--- config.mk ---
export PLATFORM = sky130hd
export DESIGN_NAME = ma_result_collector
export DESIGN_NICKNAME = d
export VERILOG_FILES = /design/src/rtl/ma_result_collector.sv
export SDC_FILE = /design/constraint.sdc
export NUM_CORES = 1
export LEC_CHECK = 0
export CORE_MARGIN = 4
export CORE_UTILIZATION = 50
export CTS_BUF_LIST = sky130_fd_sc_hd__clkbuf_4
export DETAILED_ROUTE_END_ITERATION = 12
export HOLD_SLACK_MARGIN = 0.12
export PLACE_DENSITY = 0.76
export SETUP_SLACK_MARGIN = 0.15
export SKIP_CTS_REPAIR_TIMING = 1
export SLEW_MARGIN = 20
export SYNTH_ARGS = -nofsm -noshare
export SYNTH_HDL_FRONTEND = slang
export SYNTH_SLANG_ARGS = --single-unit
--- constraint.sdc ---
create_clock -name clock -period 7.5 [get_ports clock]
set_clock_uncertainty 0.15 [all_clocks]
set_input_delay 1.5 -clock clock [delete_from_list [all_inputs] [get_ports clock]]
set_output_delay 1.5 -clock clock [all_outputs]
set_load 0.02 [all_outputs]
--- src/rtl/ma_result_collector.sv ---
// rtl/ma_result_collector.sv - multiply-adder tree result collector: tag delay, accumulate, quantise, output FIFO, issue credit.
// Optional RELU_EN clamps negative quantised results to zero.
module ma_result_collector #(
   parameter int PIPE_LATENCY = 5,
   parameter int FIFO_DEPTH   = 4
) (
   input  logic        clock,
   input  logic        reset,
   input  logic        issue_valid,
   input  logic        issue_last,
   output logic        issue_ready,
   input  logic [31:0] ma_out,
   input  logic [31:0] bias,
   input  logic [4:0]  shift,
   output logic [7:0]  out_data,
   output logic        out_valid,
   input  logic        out_ready,
   output logic        overflow
);

   localparam int AW = (FIFO_DEPTH > 1) ? $clog2(FIFO_DEPTH) : 1;
   localparam int CW = AW + 1;
   localparam int LW = $clog2(PIPE_LATENCY + FIFO_DEPTH + 1);

   logic [PIPE_LATENCY-1:0] tag_valid_q, tag_valid_d;
   logic [PIPE_LATENCY-1:0] tag_last_q, tag_last_d;
   logic [31:0]             acc_q, acc_d;
   logic [7:0]              mem_q [FIFO_DEPTH];
   logic [7:0]              mem_d [FIFO_DEPTH];
   logic [AW-1:0]           wr_ptr_q, wr_ptr_d;
   logic [AW-1:0]           rd_ptr_q, rd_ptr_d;
   logic [CW-1:0]           count_q, count_d;
   logic                    overflow_q, overflow_d;

   logic                    tag_v, tag_l;
   logic [LW-1:0]           inflight_last;
   logic [LW-1:0]           credit_sum;
   logic [31:0]             sum;
   logic signed [32:0]      sum_ext;
   logic signed [32:0]      round_add;
   logic signed [32:0]      rounded;
   logic signed [32:0]      shifted;
   logic [7:0]              quant;
   logic                    push_req, push, pop;

   assign tag_v = tag_valid_q[PIPE_LATENCY-1];
   assign tag_l = tag_last_q[PIPE_LATENCY-1];

   // Credit counts every last tag still travelling, including the one consumed this cycle.
   always_comb begin
      inflight_last = '0;
      for (int i = 0; i < PIPE_LATENCY; i++) begin
         inflight_last = inflight_last + LW'(tag_last_q[i]);
      end
      credit_sum  = LW'(count_q) + inflight_last;
      issue_ready = credit_sum < LW'(FIFO_DEPTH);
   end

   always_comb begin
      sum       = acc_q + ma_out + bias;
      sum_ext   = $signed({sum[31], sum});
      round_add = (shift == 5'd0) ? 33'sd0 : (33'sd1 <<< (shift - 5'd1));
      rounded   = sum_ext + round_add;
      shifted   = rounded >>> shift;
      if (shifted > 33'sd127) begin
         quant = 8'h7f;
      end else if (shifted < -33'sd128) begin
         quant = 8'h80;
      end else begin
         quant = shifted[7:0];
      end
`ifdef RELU_EN
      if (quant[7]) begin
         quant = 8'h00;
      end
`endif
   end

   assign out_valid = (count_q != '0);
   assign out_data  = out_valid ? mem_q[rd_ptr_q] : 8'h00;
   assign overflow  = overflow_q;

   // A push into a full FIFO is only taken when the head leaves in the same cycle.
   assign push_req = tag_v & tag_l;
   assign pop      = out_valid & out_ready;
   assign push     = push_req & ((count_q < CW'(FIFO_DEPTH)) | pop);

   always_comb begin
      tag_valid_d    = tag_valid_q;
      tag_last_d     = tag_last_q;
      tag_valid_d[0] = issue_valid;
      tag_last_d[0]  = issue_valid & issue_last;
      for (int i = 1; i < PIPE_LATENCY; i++) begin
         tag_valid_d[i] = tag_valid_q[i-1];
         tag_last_d[i]  = tag_last_q[i-1];
      end

      acc_d = acc_q;
      if (tag_v) begin
         acc_d = tag_l ? 32'd0 : (acc_q + ma_out);
      end

      mem_d    = mem_q;
      wr_ptr_d = wr_ptr_q;
      rd_ptr_d = rd_ptr_q;
      if (push) begin
         mem_d[wr_ptr_q] = quant;
         wr_ptr_d        = wr_ptr_q + AW'(1);
      end
      if (pop) begin
         rd_ptr_d = rd_ptr_q + AW'(1);
      end
      count_d = count_q + CW'(push) - CW'(pop);

      overflow_d = overflow_q | (issue_valid & ~issue_ready);
   end

   always_ff @(posedge clock or negedge reset) begin
      if (!reset) begin
         tag_valid_q <= '0;
         tag_last_q  <= '0;
         acc_q       <= '0;
         for (int i = 0; i < FIFO_DEPTH; i++) begin
            mem_q[i] <= '0;
         end
         wr_ptr_q    <= '0;
         rd_ptr_q    <= '0;
         count_q     <= '0;
         overflow_q  <= 1'b0;
      end else begin
         tag_valid_q <= tag_valid_d;
         tag_last_q  <= tag_last_d;
         acc_q       <= acc_d;
         mem_q       <= mem_d;
         wr_ptr_q    <= wr_ptr_d;
         rd_ptr_q    <= rd_ptr_d;
         count_q     <= count_d;
         overflow_q  <= overflow_d;
      end
   end

endmodule

==> flow_metrics.tcl <==
set metrics [dict create \
    crit_path_end_kind "register" \
    period_share 1.27 \
    violations "negative setup slack" \
    hold_path.class "register to register" \
    numClockSinks 82 \
    clkTransAtPathRegs_ns 0.15 \
    yosysTopAreaCell "dfrtp_1" \
    numCtsBuffers 9 \
    wl_met1_um 16900 \
    crit_path_start_kind "primary input" \
    dp_hpwl_um 31000 \
    wl_met3_um 2970 \
    detail-route-antenna-nets 0 \
    num_vias 12765 \
    die_w_um 157 \
    areaGrowthSynthToFinish_pct 42.7 \
    coreArea_um2 21800 \
    htree_levels 3 \
    yosysMostFrequentCell "nor2_1" \
    ys_ff_latch 82 \
    drc 0 \
    final_util 0.725 \
    grt_max_degree 83 \
    synth_edf_count 0 \
    ys_seq_area_frac 0.185 \
    io_buffers 84 \
    syn_nets 1504 \
    layout-drive-gt1-share 0.361 \
    routabilityCongestion 0.996 \
    finalHoldViolations 0 \
    async_flop_share 1.00 \
    cap_violations 0 \
    synth.cell_area_um2 11100 \
    status "finished, violations left" \
    wire_per_inst_um 20.2 \
    maxSlewViolCount 0 \
    clockBufferDepth 2 \
    fmax_mhz 105 \
    drtIter0Drc 1150 \
    route.met2.wl_um 20100 \
    layout_setup_ws_ns -1.99 \
    critPathKind "primary input to register" \
    io_pins 85 \
    arrival_ns 9.75 \
    cts-root-buf "clkbuf_4" \
    dieHeight_um 157 \
    finalWirelength_um 41300 \
    finalNetCount 1943 \
    max-slew-margin-rel 0.272 \
    crit_required_ns 7.75 \
    synth_area_leaders "dfrtp_1 18%, ha_1 12%, xnor2_1 4.7%, a21oi_1 4.5%, nor2_1 4.2%" \
    top_layer "met4" \
    finalCriticalPeriod_ns 9.49 \
    clock_latency_ns 0.47 \
    worst_pin_slew_ns 1.09 \
    via_per_inst 6.24 \
    antenna_found_initial 0 \
    crit_top_cell "buf_4" \
    synthDistinctLibCells 104 \
    rsz0062_at_grt "true" \
    setup_viol 32 \
    cp_slowest_stage_delay_ns 0.53 \
    initial_core_util 0.508 \
    postSynthCellCount 1321 \
    synth_common_cells "124 x nor2_1, 106 x nand2_1, 103 x ha_1" \
    gr-total-overflow 0 \
    cp_top_family "compound AO/OA/AOI/OAI gates" \
    crit_slowest_cell "mux4_2" \
    grt_use_total 0.307 \
    cts_tree "built" \
    drt-pass1-iter-count 5 \
    yosysTopAreaCellShare 0.185 \
    row_count 54 \
    synth.avg_cell_area_um2 8.40 \
    dieArea_um2 24600 \
    grt_pass1_wl_um 61600 \
    grt_pass1_vias 12393 \
    synth_flop_cell "dfrtp_1" \
    num_antenna_cells 0 \
    ys.warnings.count 0 \
    cp_max_fo 7 \
    critPathBufInv 6 \
]
state kept, by name (all words and copies together) (netlist names):
signal / count
acc_q: 32
mem_q: 32
tag_last_q: 5
tag_valid_q: 5
count_q: 3
rd_ptr_q: 2
wr_ptr_q: 2
overflow: 1
per-stage QoR:
stage	setup TNS [ns]	hold slack [ns]	cells	area [um2]	worst slack (ns)
floorplan	-43.63	0.181	1321	11200	-1.54
global placement	-84.18	0.183	2005	14800	-2.84
detailed placement	-88.21	0.185	2005	14800	-2.99
CTS	-74.59	0.218	2021	14900	-2.59
global route	-66.24	0.237	2045	15800	-2.35
finish	-55.10	0.225	2045	15800	-1.99
metal layers:
metal | global-route usage | vias to the layer above
met5 | 0 | -
met4 | 0.105 | 0
met2 | 0.517 | 616
met1 | 0.416 | 6174
li1 | - | 5865
met3 | 0.0258 | 110
layout by cell type (no fill, tap or decap), types with 9 or more instances in the layout:
master,synthesis,layout
mux4_2,16,16
mux2_2,36,32
xnor2_2,2,11
o21ai_0,76,52
inv_1,50,48
buf_4,1,398
xor2_1,22,20
nor3_1,22,18
o211ai_1,13,13
ha_4,0,10
dfrtp_1,82,82
o21ai_1,3,13
mux2i_1,28,28
a21o_1,37,37
a22o_1,32,32
ha_1,103,92
a31oi_1,14,12
o21ai_2,8,16
xnor2_1,59,50
clkbuf_4,0,9
a211oi_1,31,25
nand4_1,12,12
a21oi_2,2,19
clkdlybuf4s50_1,0,77
and3_1,16,16
nor2_1,124,114
nand2_1,106,102
o21a_1,24,24
and2_1,19,18
nor2_2,0,9
a21oi_1,99,80
nand3_1,24,22
o31ai_1,11,9
cells by family (layout without fill, tap and decap cells):
| logic type | after synthesis | count (layout) | synth area share |
|---|---|---|---|
| other | 1 | 1 | 0.000338 |
| and+or+nand+nor | 396 | 396 | 0.175 |
| adders and majority gates | 109 | 109 | 0.127 |
| AOI/OAI and AO/OA | 455 | 455 | 0.291 |
| muxes | 82 | 82 | 0.0977 |
| DFF | 82 | 82 | 0.185 |
| buffers and inverters | 112 | 555 | 0.0557 |
| xor gates and xnor gates | 84 | 85 | 0.0684 |
path summary, 6_finish.rpt:
check,cells after the start,slack [ns],to,from
min,0,0.23,tag_valid_q[4]$_DFF_PN0_,tag_valid_q[3]$_DFF_PN0_
min reg2reg,0,0.23,tag_valid_q[4]$_DFF_PN0_,tag_valid_q[3]$_DFF_PN0_
max,37,-1.99,mem_q[22]$_DFFE_PN0P_,ma_out[1]
max reg2reg,44,-1.27,mem_q[22]$_DFFE_PN0P_,acc_q[0]$_DFFE_PN0P_
min in group asynchronous,1,0.88,mem_q[24]$_DFFE_PN0P_,reset
max in group asynchronous,1,5.73,acc_q[19]$_DFFE_PN0P_,reset
final cells by class:
type | instances | area, um2
inverters | 53 | 199
repair buffers | 486 | 3880
fillers | 1541 | 6000
well taps | 280 | 350
clock buffers | 9 | 67.6
flip-flops and latches | 82 | 2050
clock inverters | 7 | 58.8
multi-input cells | 1128 | 9220
Power is not shown: default switching activity piles up to over one toggle a cycle in this logic, so the estimate is an artifact.
